<file path="config.mk">
export PLATFORM = sky130hd
export DESIGN_NAME = fetch_stage
export DESIGN_NICKNAME = d
export VERILOG_FILES = /design/src/rtl/rv32i_types.sv /design/src/rtl/fetch_fifo.sv /design/src/rtl/fetch_stage.sv
export SDC_FILE = /design/constraint.sdc
export NUM_CORES = 1
export LEC_CHECK = 0
export BUFFER_PORTS_ARGS = -buffer_cell sky130_fd_sc_hd__buf_2
export CAP_MARGIN = 40
export CORE_MARGIN = 2
export CORE_UTILIZATION = 45
export CTS_BUF_LIST = sky130_fd_sc_hd__clkbuf_16
export DETAILED_ROUTE_END_ITERATION = 10
export GPL_TIMING_DRIVEN = 0
export PLACE_DENSITY = 0.66
export SYNTH_ARGS = -nofsm -noshare
export SYNTH_HDL_FRONTEND = slang
export SYNTH_SLANG_ARGS = --single-unit
</file>
<file path="constraint.sdc">
create_clock -name clk -period 3.2 [get_ports clk]
set_clock_uncertainty 0.2 [all_clocks]
set_input_delay 0.32 -clock clk [delete_from_list [all_inputs] [get_ports clk]]
set_output_delay 0.32 -clock clk [all_outputs]
set_load 0.1 [all_outputs]
</file>
<file path="src/rtl/rv32i_types.sv">
// Shared RV32I types used by the front end: opcodes, fetch FSM states,
// instruction-queue entries and the J-type immediate helper.
package rv32i_types;

    typedef logic [31:0] rv32i_word;

    typedef enum logic [6:0] {
        op_lui   = 7'b0110111,
        op_auipc = 7'b0010111,
        op_jal   = 7'b1101111,
        op_jalr  = 7'b1100111,
        op_br    = 7'b1100011,
        op_load  = 7'b0000011,
        op_store = 7'b0100011,
        op_imm   = 7'b0010011,
        op_reg   = 7'b0110011,
        op_csr   = 7'b1110011
    } rv32i_opcode;

    // IDLE is the one-cycle "fetch pending" slot after reset.
    typedef enum logic [1:0] {
        IDLE,
        FETCH,
        STALL,
        DRAIN
    } fetch_state_t;

    typedef struct packed {
        rv32i_word pc;
        rv32i_word instr;
    } fetch_entry_t;

    localparam int ENTRY_W = $bits(fetch_entry_t);

    function automatic rv32i_word j_imm(input rv32i_word i);
        return {{12{i[31]}}, i[19:12], i[20], i[30:21], 1'b0};
    endfunction

endpackage

</file>
<file path="src/rtl/fetch_fifo.sv">
// Circular instruction queue with push, pop, flush and occupancy count.
// DEPTH must be a power of two so the pointers wrap on their own.
module fetch_fifo
    import rv32i_types::*;
#(
    parameter int DEPTH = 4,
    localparam int AW = $clog2(DEPTH)
) (
    input  logic               clk,
    input  logic               rst,
    input  logic               push_i,
    input  logic               pop_i,
    input  logic               flush_i,
    input  logic [ENTRY_W-1:0] din_i,
    output logic [ENTRY_W-1:0] dout_o,
    output logic [AW:0]        count_o
);

    logic [ENTRY_W-1:0] mem_q [DEPTH];
    logic [AW-1:0]      wr_q;
    logic [AW-1:0]      rd_q;
    logic [AW:0]        cnt_q;

    always_ff @(posedge clk) begin
        if (push_i && !rst && !flush_i) begin
            mem_q[wr_q] <= din_i;
        end
    end

    always_ff @(posedge clk) begin
        if (rst || flush_i) begin
            wr_q  <= '0;
            rd_q  <= '0;
            cnt_q <= '0;
        end else begin
            if (push_i) begin
                wr_q <= wr_q + 1'b1;
            end
            if (pop_i) begin
                rd_q <= rd_q + 1'b1;
            end
            if (push_i && !pop_i) begin
                cnt_q <= cnt_q + 1'b1;
            end else if (!push_i && pop_i) begin
                cnt_q <= cnt_q - 1'b1;
            end
        end
    end

    assign dout_o  = mem_q[rd_q];
    assign count_o = cnt_q;

endmodule

</file>
<file path="src/rtl/fetch_stage.sv">
// Fetch stage: drives imem, queues {pc, instr} for decode, handles redirects.
// Optional FETCH_JAL_REDIRECT_EN: follow jal targets at fetch time.
module fetch_stage
    import rv32i_types::*;
#(
    parameter int        DEPTH    = 4,
    parameter rv32i_word RESET_PC = 32'h00000060
) (
    input  logic        clk,
    input  logic        rst,
    output logic [31:0] imem_address,
    output logic        imem_read,
    input  logic [31:0] imem_rdata,
    input  logic        imem_resp,
    input  logic        redirect,
    input  logic [31:0] redirect_pc,
    input  logic        id_ready,
    output logic        id_valid,
    output logic [31:0] id_pc,
    output logic [31:0] id_instr
);

    localparam int AW = $clog2(DEPTH);
    localparam int CW = AW + 1;

    fetch_state_t state_q, state_d;
    rv32i_word    pc_q, pc_d;
    rv32i_word    tgt_q, tgt_d;

    logic               push;
    logic               pop;
    logic               full_d;
    logic [AW:0]        count;
    logic [AW:0]        occ_d;
    logic [ENTRY_W-1:0] head;
    fetch_entry_t       head_e;
    fetch_entry_t       new_e;
    rv32i_word          step;

    assign imem_address = pc_q;
    assign imem_read    = (state_q == FETCH) || (state_q == DRAIN);

    assign id_valid = (count != '0);
    assign pop      = id_valid && id_ready && !redirect;
    assign push     = (state_q == FETCH) && imem_resp && !redirect;

    assign new_e    = '{pc: pc_q, instr: imem_rdata};
    assign head_e   = fetch_entry_t'(head);
    assign id_pc    = head_e.pc;
    assign id_instr = head_e.instr;

    assign occ_d  = count + CW'(push) - CW'(pop);
    assign full_d = (occ_d == CW'(DEPTH));

`ifdef FETCH_JAL_REDIRECT_EN
    assign step = (imem_rdata[6:0] == op_jal) ? j_imm(imem_rdata) : 32'd4;
`else
    assign step = 32'd4;
`endif

    fetch_fifo #(
        .DEPTH(DEPTH)
    ) u_fifo (
        .clk    (clk),
        .rst    (rst),
        .push_i (push),
        .pop_i  (pop),
        .flush_i(redirect),
        .din_i  (new_e),
        .dout_o (head),
        .count_o(count)
    );

    // The outstanding read keeps its address; a pending target waits in tgt_q.
    always_comb begin
        state_d = state_q;
        pc_d    = pc_q;
        tgt_d   = tgt_q;
        unique case (state_q)
            IDLE: begin
                state_d = FETCH;
            end
            FETCH: begin
                if (redirect) begin
                    if (imem_resp) begin
                        pc_d = redirect_pc;
                    end else begin
                        tgt_d   = redirect_pc;
                        state_d = DRAIN;
                    end
                end else if (imem_resp) begin
                    pc_d    = pc_q + step;
                    state_d = full_d ? STALL : FETCH;
                end
            end
            STALL: begin
                if (redirect) begin
                    pc_d    = redirect_pc;
                    state_d = FETCH;
                end else if (!full_d) begin
                    state_d = FETCH;
                end
            end
            DRAIN: begin
                if (imem_resp) begin
                    pc_d    = redirect ? redirect_pc : tgt_q;
                    state_d = FETCH;
                end else if (redirect) begin
                    tgt_d = redirect_pc;
                end
            end
            default: begin
                state_d = IDLE;
            end
        endcase
    end

    always_ff @(posedge clk) begin
        if (rst) begin
            state_q <= IDLE;
            pc_q    <= RESET_PC;
            tgt_q   <= RESET_PC;
        end else begin
            state_q <= state_d;
            pc_q    <= pc_d;
            tgt_q   <= tgt_d;
        end
    end

endmodule

</file>
# [Word-level counts from Yosys, hierarchy flattened]
# Memories as Yosys holds them, arrays and structs flattened. A register that Yosys moved wholly into a read port is not among the register bits.
# Index checks and enable logic that the tools add are counted.
# Widths: inputs -> output; s select.
[totals] ramBits=256 out_inout_bits=98 latch_bits=0 romBits=0 mem_count=1 regBits=73 word_cells=74
[op_classes] reduce_logical=22 eq_ne=13 n_bitwise=0 n_shift=0 n_div=0 multipliers=0 addsub=7 muxes=25 magnitude_cmp=0
[memory_table] name="u_fifo.mem_q" depth=4 word_bits=64 rd=1 rd_clocked_by_memory_dff=1 wr=1 line="fetch_fifo.sv:19" source="logic [ENTRY_W-1:0] mem_q [DEPTH];"
[op_table] op="$mux 32" count=9
[op_table] op="$pmux 32 s3" count=1
[op_table] op="$pmux 32 s2" count=1
[op_table] op="$add 32x3->32 const B" count=1
[op_table] op="$mux 2" count=9
[op_table] op="$ne 2x2->1 const B" count=6
[op_table] op="$reduce_and 4->1" count=3
[op_table] op="$ne 3x3->1 const B" count=3
[op_table] op="$logic_and 1x1->1" count=8
[op_table] op="$pmux 2 s4" count=1
[op_table] op="$mux 3" count=2
[op_table] op="$reduce_bool 3->1" count=2
[op_table] op="$add 2x1->2 const B" count=2
[op_table] op="$eq 2x2->1 const B" count=2
[op_table] op="$logic_not 1->1" count=4
[op_table] op="$reduce_bool 2->1" count=2
[op_table] op="$add 3x1->3" count=1
[op_table] op="$add 3x1->3 const B" count=1
[op_table] op="$eq 3x3->1 const B" count=1
[op_table] op="$sub 3x1->3" count=1
[op_table] op="$sub 3x1->3 const B" count=1
[op_table] op="$eq 2x1->1 const B" count=1
[op_table] op="$logic_not 2->1" count=1
[op_table] op="$logic_or 1x1->1" count=2
[op_table] op="$mux 1" count=2

# [Logic depth before layout (Yosys ltp)]
# Gate-level depths: netlist of run 1.
[logic_depth] ltp_word=10 ltp_mapped=12

# [By module]
# From an unflattened synthesis of run 1, not the netlist that was laid out.
[hier_totals] cells_unflattened=910 area_unflattened_um2=13519.2
[by_module_without_submodules] mod="fetch_fifo" cells_per_inst=378 seq_area_each_um2=7867.5 instances=1 area_per_inst_um2=9736.8
[by_module_without_submodules] mod="fetch_stage" cells_per_inst=532 seq_area_each_um2=1321.3 instances=1 area_per_inst_um2=3782.4

# [Worst setup path after synthesis of run 1]
# No wires, ideal clock.
[synth_path] path_kind="flip-flop to flip-flop" startpoint="register state_q[1]" endpoint="memory u_fifo.mem_q[1][0] (netlist bit) (enable)" n_path_buf=2 arrival_time_ps=2739 setup_slack_ps=-168 path_stages_with_launch=6 path_cell_list="dfxtp_1 > clkbuf_1 > or2_2 > clkbuf_1 > nor3_1 > and2_1"
[synth_via] elab_chain_len=7
[synth_lines] element="start, declared" line="fetch_stage.sv:26" source="fetch_state_t state_q, state_d;"
[synth_lines] element="start signal, assigned" line="fetch_stage.sv:124" source="state_q <= state_d;"
[synth_lines] element="$eq 2x1->1" line="fetch_stage.sv:45" source="assign push = (state_q == FETCH) && imem_resp && !redirect;"
[synth_lines] element="$logic_and 1x1->1 (2 in series)" line="fetch_stage.sv:45"
[synth_lines] element="$logic_and 1x1->1 (2 in series)" line="fetch_fifo.sv:25" source="if (push_i && !rst && !flush_i) begin"
[synth_lines] element="$mux 1" line="fetch_fifo.sv:25"
[synth_lines] element="$mux 1 (not written as such)" line="fetch_fifo.sv:26" source="mem_q[wr_q] <= din_i;"
[synth_lines] element="end, declared" line="fetch_fifo.sv:19"
# No other way between the ends.

==> results.json, run 1 <==
{
  "status": "complete, no violations",
  "setup_viol": 0,
  "fin_ws_ns": 0.156,
  "ctsRootBufferMaster": "clkbuf_16",
  "vias": 8882,
  "cts_buffers": 35,
  "ff2ff_setup_slack_ns": 0.20,
  "dpl.hpwl_mm": 20.8,
  "yosysTopAreaCellShare_pct": 57.5,
  "yosys_register_bits": 331,
  "drtPass1Iterations": 5,
  "clkTransAtPathRegs_ns": 0.06,
  "synth-edff-count": 256,
  "synth-seq-area-share_pct": 68.7,
  "area_delta_synth_final_pct": 24.5,
  "numClockSinks": 331,
  "period_share_pct": 95.1,
  "grt_pass1_wl_mm": 48.9,
  "nets": 1267,
  "yosys_warnings": 0,
  "clock_latency_ns": 0.51,
  "gp_congestion": 0.949,
  "max-slew-margin-rel_pct": 40.5,
  "drcViolationCount": 0,
  "ir_drop_uv": 365,
  "cts_tree": "yes",
  "ys_top_cells_by_area": "edfxtp_1 (58%), dfxtp_1 (11%), mux4_2 (11%)",
  "rows": 63,
  "start_util_pct": 45.3,
  "vias_per_cell": 5.53,
  "final_layout_size_suffix_gt1_share_pct": 26.4,
  "crit_buf_inv": 2,
  "cp.arrival_ns": 2.52,
  "finalHoldViolCount": 0,
  "fin_crit_ns": 3.04,
  "cellLeakagePower_nw": 5.73,
  "crit_required_ns": 2.68,
  "netlist_instances": 912,
  "io_buffers": 166,
  "clock_path_buffers": 3,
  "fmax_mhz": 328,
  "fin_hold_ws_ns": 0.183,
  "critPathMaxStageDelay_ns": 0.70,
  "p_per_area_mw_per_mm2": 569,
  "crit_family": "buffers and inverters",
  "worst_path_max_delay_cell": "dfxtp_1",
  "diodes": 0,
  "drv_slew": 0,
  "die_x_um": 176,
  "hold_class": "in2reg",
  "endpoint_kind": "primary output",
  "synth_flop_cell": "edfxtp_1",
  "worstSetupPathType": "reg2out",
  "max_cap_violations": 0,
  "fp.dieArea_mm2": 0.0311,
  "cp-start-kind": "register",
  "drtIter0Drc": 813,
  "top_level_ports": 167,
  "worstMarginPinSlew_ns": 0.884,
  "htreeDepth": 2,
  "totalWireLength_mm": 31.9,
  "antenna_found_initial": 0,
  "ys_types": 61,
  "syn_nets": 991,
  "critical_path.max_fanout": 10,
  "grt_pass1_vias": 8556,
  "yosysTopAreaCell": "edfxtp_1",
  "grt-ovfl-total": 0,
  "grt_usage_pct": 20.5,
  "avgSynthCellArea_um2": 14.7,
  "core-area_mm2": 0.0295,
  "rsz0062_at_grt": "yes",
  "worstPathCellList": "buf_1, mux4_2, buf_2",
  "routedWlPerCell_um": 19.9,
  "grt_max_degree": 47,
  "async_flop_share_pct": 0,
  "dp_slack_ns": 0.0186,
  "ant_nets": 0,
  "syn-cell-area_mm2": 0.0134,
  "dieHeight_um": 176
}
-- power by group --
part | leakage, nW | internal [mW] | total [mW] | switching [mW]
registers | 2.99 | 4.68 | 4.76 | 0.0789
logic | 2.18 | 0.227 | 0.823 | 0.596
clock network | 0.563 | 2.25 | 3.88 | 1.63
-- worst paths after layout --
check        startpoint             end  depth (start not counted)
max            register       id_pc[29]                          3
min            id_ready  u_fifo.rd_q[0]                          4
max reg2reg  state_q[1]      state_q[1]                         11
min reg2reg   tgt_q[13]       tgt_q[13]                          2
-- area by class of cell --
cell class                      count  area, µm²
Fill cell                        2399      12800
Sequential cell                   331       9190
Multi-Input combinational cell    501       3880
Timing Repair Buffer              242       1670
Clock buffer                       35        876
Tap cell                          390        488
Buffer                             59        246
Clock inverter                     29        225
Inverter                           18       67.6
-- synth_stat cells (5+ instances only) --
master	instances
edfxtp_1	256
nand2_1	126
dfxtp_1	75
a21oi_1	70
mux4_2	64
o21ai_0	53
clkbuf_1	48
nor2_1	32
inv_1	18
nand3_1	13
nor4_1	10
a31oi_1	9
buf_1	9
nor3_1	9
a311oi_1	8
ha_1	8
o211ai_1	8
a22oi_1	6
and2_1	6
nand4_1	6
o22ai_1	5
-- registers in the layout, summed over array words and instances (netlist names), named ones only --
register	flops
u_fifo.rd_q	2
state_q	2
u_fifo.mem_q	256
tgt_q	32
u_fifo.count_o	3
imem_address	32
u_fifo.wr_q	2
-- metrics by stage --
step	std cells	TNS [ns]	instance area [µm²]	total power, mW	util [%]
after floorplan	912	0	13400	5.37	-
after global placement	1468	-81.17	14700	5.59	49.8
after detailed placement	1476	0	14900	5.60	50.4
after CTS	1606	0	16600	9.53	56.4
after global routing	1605	-0.0178	16600	9.76	56.4
final	1605	0	16600	9.46	56.4
-- routing by layer --
metal  global-route usage (%)  up-vias  part of all wire (%)
met5                        0        -                     0
met4                     6.16        0                   2.2
met3                     4.11       46                   7.9
met2                     32.3      374                    46
met1                     29.0     4366                    44
li1                         -     4096                     -
-- cells by family after synthesis --
kind of cell               after synthesis  synth area share (%)
DFF                                    331                  68.7
and+or+nand+nor                        233                  8.14
AOI/OAI and AO/OA                      186                  8.30
buffers and inverters                   80                  2.34
muxes                                   66                  10.9
adders and majority gates               10                  1.05
xor gates and xnor gates                 6                 0.496
-- cell usage in the layout (no fill, tap or decap), drive strengths merged, types with 5 or more instances in the layout --
cell	count
edfxtp	256
buf	184
a21oi	70
nor4	11
clkbuf	82
ha	8
nand4	7
a311oi	8
o21ai	53
o22ai	5
dfxtp	75
nand2	126
inv	27
nor3	9
and3	5
o211ai	8
nor2	32
and2	6
clkinv	14
nand3	15
mux4	64
a31oi	9
a22oi	6
dlygate4sd3	68
-- what timing repair did --
item | in CTS | in global routing
setup endpoints to repair | 60 | 22
resized for setup | 3 | 6
buffers inserted | 0 | 0
endpoints found under the hold margin | 166 | 0
hold buffers | 68 | 0
-- tightest hold or removal path, cell delays in order --
cell,delay (ns)
buf_2,0.07
and3_1,0.27
xnor2_1,0.12
nor2_1,0.08
Note: power is estimated with default switching activity, not from simulation.
==> run 2: changes to the inputs <==
--- a/config.mk
+++ b/config.mk
@@ -5,14 +5,14 @@
 export SDC_FILE = /design/constraint.sdc
 export NUM_CORES = 1
 export LEC_CHECK = 0
-export BUFFER_PORTS_ARGS = -buffer_cell sky130_fd_sc_hd__buf_2
 export CAP_MARGIN = 40
 export CORE_MARGIN = 2
 export CORE_UTILIZATION = 45
 export CTS_BUF_LIST = sky130_fd_sc_hd__clkbuf_16
 export DETAILED_ROUTE_END_ITERATION = 10
+export DONT_BUFFER_PORTS = 1
 export GPL_TIMING_DRIVEN = 0
-export PLACE_DENSITY = 0.66
+export PLACE_DENSITY = 0.61
 export SYNTH_ARGS = -nofsm -noshare
 export SYNTH_HDL_FRONTEND = slang
 export SYNTH_SLANG_ARGS = --single-unit
==> results.json, run 2 (same netlist as run 1, synthesis figures left out) <==
{
  "ant_nets": 0,
  "io_buffers": 0,
  "max-slew-margin-rel_pct": 44.4,
  "largest-register": "u_fifo.mem_q",
  "clock_latency_ns": 0.51,
  "drcViolationCount": 0,
  "start_util_pct": 45.3,
  "ir_drop_uv": 356,
  "fp.dieArea_mm2": 0.0311,
  "nets": 1137,
  "finish.utilization_pct": 56.2,
  "drv_slew": 0,
  "grt-ovfl-total": 0,
  "clock_path_buffers": 3,
  "critical_path.max_fanout": 10,
  "grt_max_degree": 50,
  "gp_congestion": 0.901,
  "max_cap_violations": 0,
  "grt_pass1_vias": 8298,
  "cp.arrival_ns": 2.52,
  "setup_viol": 0,
  "die_x_um": 176,
  "crit_required_ns": 2.68,
  "largest_register_ffs": 256,
  "reg2reg_depth": 11,
  "finalHoldViolCount": 0,
  "vias_per_cell": 5.63,
  "p_per_area_mw_per_mm2": 564,
  "cts_buffers": 36,
  "final_cell_mix": "edfxtp_1 (256), nand2_1 (126), dfxtp_1 (75), a21oi_1 (70), dlygate4sd3_1 (68)",
  "fin_crit_ns": 3.04,
  "core-area_mm2": 0.0295,
  "cp-start-kind": "register",
  "fmax_mhz": 329,
  "status": "complete, no violations",
  "top_level_ports": 167,
  "rows": 63,
  "cellLeakagePower_nw": 5.36,
  "drtIter0Drc": 846,
  "final_common_cell": "edfxtp_1",
  "worstMarginPinSlew_ns": 0.827,
  "htreeDepth": 2,
  "clkTransAtPathRegs_ns": 0.06,
  "grt_usage_pct": 20.9,
  "final_layout_size_suffix_gt1_share_pct": 16.4,
  "rsz0062_at_grt": "no",
  "routedWlPerCell_um": 21.9,
  "gr-usage-met2_pct": 32.7,
  "fin_hold_ws_ns": 0.0244,
  "drtPass1Iterations": 5,
  "totalWireLength_mm": 32.4,
  "holdPathStages": 4,
  "area_delta_synth_final_pct": 23.9,
  "dieHeight_um": 176,
  "ctsRootBufferMaster": "clkbuf_16",
  "diodes": 0,
  "vias": 8309,
  "worstSetupPathType": "reg2out",
  "grt_pass1_wl_mm": 49.3,
  "antenna_found_initial": 0,
  "gr-usage-met3_pct": 4.61,
  "hold_class": "in2reg",
  "dpl.hpwl_mm": 21.2,
  "cts_tree": "yes",
  "endpoint_kind": "primary output",
  "period_share_pct": 95.0,
  "grt.busiest_layer": "met2",
  "numClockSinks": 331,
  "use_met1_pct": 29.7
}
[run 2: routing by layer]
layer  up-vias  share of wire, %
met5         -                 0
met4         0               2.0
met3        38               8.0
met2       347                46
met1      4090                44
li1       3834                 -
[run 2: repair_timing]
action                                  CTS  global route
endpoints found under the hold margin   182             0
resized for setup                         1             4
hold buffers                             68             0
pin swaps                                 0             2
setup buffers                             0             0
endpoints found under the setup margin   62             9
[run 2: path summary, 6_finish.rpt]
kind	from	end	slack [ns]
setup / recovery	register	id_pc[25]	0.16
hold / removal	redirect_pc[25]	imem_address[25]	0.02
setup reg to reg	u_fifo.count_o[0]	state_q[1]	0.19
hold reg to reg	tgt_q[21]	tgt_q[21]	0.26
[run 2: final cells by class]
class | instances | area (µm²)
multi-input combinational | 501 | 3890
buffer | 59 | 235
tap | 390 | 488
sequential | 331 | 9190
timing repair buffer | 111 | 1630
clock inverter | 29 | 134
clock buffer | 37 | 926
inverter | 18 | 67.6
fill | 2319 | 12900
[run 2: power breakdown]
part / total [mW] / switching [mW] / internal, mW / leakage, nW
Combinational: 0.849 / 0.573 / 0.276 / 1.81
Clock: 3.71 / 1.62 / 2.10 / 0.553
Sequential: 4.79 / 0.101 / 4.68 / 2.99
Total: 9.35 / 2.29 / 7.06 / 5.36
[run 2: stage by stage]
stage / instance area [µm²] / setup WS [ns] / TNS [ns] / cells / total power [mW]
after floorplan: 13400 / 0.0144 / 0 / 912 / 5.37
after global placement: 13900 / -0.387 / -99.00 / 1302 / 5.50
after detailed placement: 14800 / -0.258 / -0.348 / 1345 / 5.63
after CTS: 16600 / -0.0195 / -0.0195 / 1478 / 9.42
after global routing: 16600 / 0.0192 / 0 / 1476 / 9.64
final: 16600 / 0.160 / 0 / 1476 / 9.35
[run 2: critical path, cell delays in order (launching register included)]
cell,delay [ns]
dfxtp_1,0.70
buf_1,0.57
mux4_2,0.73
==> run 3: changes to the inputs <==
--- a/config.mk
+++ b/config.mk
@@ -12,7 +12,6 @@
 export DETAILED_ROUTE_END_ITERATION = 10
 export DONT_BUFFER_PORTS = 1
 export GPL_TIMING_DRIVEN = 0
-export PLACE_DENSITY = 0.61
 export SYNTH_ARGS = -nofsm -noshare
 export SYNTH_HDL_FRONTEND = slang
 export SYNTH_SLANG_ARGS = --single-unit
==> results.json, run 3 (same netlist as run 1, synthesis figures left out) <==
{
  "status": "complete, no violations",
  "max-slew-margin-rel_pct": 33.3,
  "gp_congestion": 0.890,
  "cp.arrival_ns": 3.30,
  "diodes": 0,
  "dp.cells": 1345,
  "final_cell_mix": "edfxtp_1 (256), nand2_1 (126), dfxtp_1 (75), a21oi_1 (70), dlygate4sd3_1 (68)",
  "core-area_mm2": 0.0295,
  "area_delta_synth_final_pct": 24.6,
  "grt_pass1_vias": 8454,
  "fin_hold_ws_ns": 0.0296,
  "clock_path_buffers": 3,
  "finish.utilization_pct": 56.5,
  "totalWireLength_mm": 32.6,
  "final_common_cell": "edfxtp_1",
  "rsz0062_at_grt": "no",
  "io_buffers": 0,
  "largest-register": "u_fifo.mem_q",
  "grt_usage_pct": 21.3,
  "top_level_ports": 167,
  "final_cell_area_mm2": 0.0167,
  "p_per_area_mw_per_mm2": 581,
  "grt_pass1_wl_mm": 50.4,
  "vias_per_cell": 5.69,
  "start_util_pct": 45.3,
  "cellLeakagePower_nw": 5.40,
  "worstMarginPinSlew_ns": 0.991,
  "cts_tree": "yes",
  "ir_drop_uv": 396,
  "antenna_found_initial": 0,
  "clock_latency_ns": 0.51,
  "layoutNonFillerInstCount": 1477,
  "fin_ws_ns": 0.134,
  "dpl.hpwl_mm": 21.3,
  "setup_viol": 0,
  "dpl_cell_area_mm2": 0.0148,
  "endpoint_kind": "register",
  "dp_slack_ns": -0.188,
  "grt_max_degree": 47,
  "drv_slew": 0,
  "clkTransAtPathRegs_ns": 0.06,
  "period_share_pct": 95.8,
  "nets": 1138,
  "htreeDepth": 2,
  "die_x_um": 176,
  "hold_class": "in2reg",
  "largest_register_ffs": 256,
  "fp.dieArea_mm2": 0.0311,
  "max_cap_violations": 0,
  "drtIter0Drc": 787,
  "rows": 63,
  "postCtsSetupRepairBufs": 0,
  "critical_path.max_fanout": 4,
  "drcViolationCount": 0,
  "grt-ovfl-total": 0,
  "fin_crit_ns": 3.07,
  "final_layout_size_suffix_gt1_share_pct": 17.8,
  "fmax_mhz": 326,
  "crit_required_ns": 3.43,
  "dieHeight_um": 176,
  "cts_buffers": 37,
  "cp-start-kind": "register",
  "numClockSinks": 331,
  "ant_nets": 0,
  "drtPass1Iterations": 6,
  "tns_ns": 0,
  "power.total_mw": 9.67,
  "ctsRootBufferMaster": "clkbuf_16",
  "worstSetupPathType": "reg2reg",
  "vias": 8405,
  "finalHoldViolCount": 0,
  "routedWlPerCell_um": 22.1
}
-- run 3: cell types whose count changed in the layout (fill, tap and decap cells not counted), moves of 2 or more --
cell	before	now
inv_1	29	24
buf_2	4	7
buf_1	8	4
clkinv_1	11	5
clkinvlp_4	2	4
clkinv_2	2	9
bufinv_16	0	3
-- run 3: critical path: stages (launching register included) --
cell     delay, ns
dfxtp_1       0.36
or3_4         0.56
and3_2        0.32
ha_1          0.28
inv_1         0.04
ha_1          0.18
fa_1          0.37
xnor3_1       0.20
nand2_1       0.10
nor3_1        0.14
o21ai_0       0.09
a21oi_1       0.16
-- run 3: power breakdown --
| group | internal, mW | switching (mW) | total [mW] |
|---|---|---|---|
| sequential | 4.68 | 0.101 | 4.79 |
| combinational | 0.274 | 0.574 | 0.848 |
| clock | 2.36 | 1.68 | 4.04 |
-- run 3: cell type report --
class	instances	area, µm²
Sequential cell	331	9190
Buffer	59	239
Fill cell	2327	12800
Clock buffer	37	926
Inverter	18	67.6
Tap cell	390	488
Clock inverter	30	233
Timing Repair Buffer	111	1620
Multi-Input combinational cell	501	3890
-- run 3: worst paths after layout --
check	cells past startpoint	endpoint	start	slack (ns)
setup / recovery	11	state_q[1]	u_fifo.count_o[0]	0.13
hold / removal	4	imem_address[10]	redirect_pc[10]	0.03
setup reg to reg	11	state_q[1]	u_fifo.count_o[0]	0.13
hold reg to reg	2	tgt_q[19]	tgt_q[19]	0.25
-- run 3: metal layers --
layer  part of all wire, %  wire length [µm]  global-route usage, %  vias up
met5                     0                 0                      0        -
met4                   2.2               721                   5.89        0
met3                   8.3              2690                   4.46       58
met2                    46             15100                   33.5      364
met1                    43             14000                   30.1     4161
li1                      -                 -                      -     3822
-- run 3: timing repair --
action | 4_1_cts | 5_1_grt
setup endpoints to repair | 26 | 6
hold endpoints to repair | 182 | 0
resized for setup | 7 | 3
pin swaps | 0 | 1
hold buffers | 68 | 0
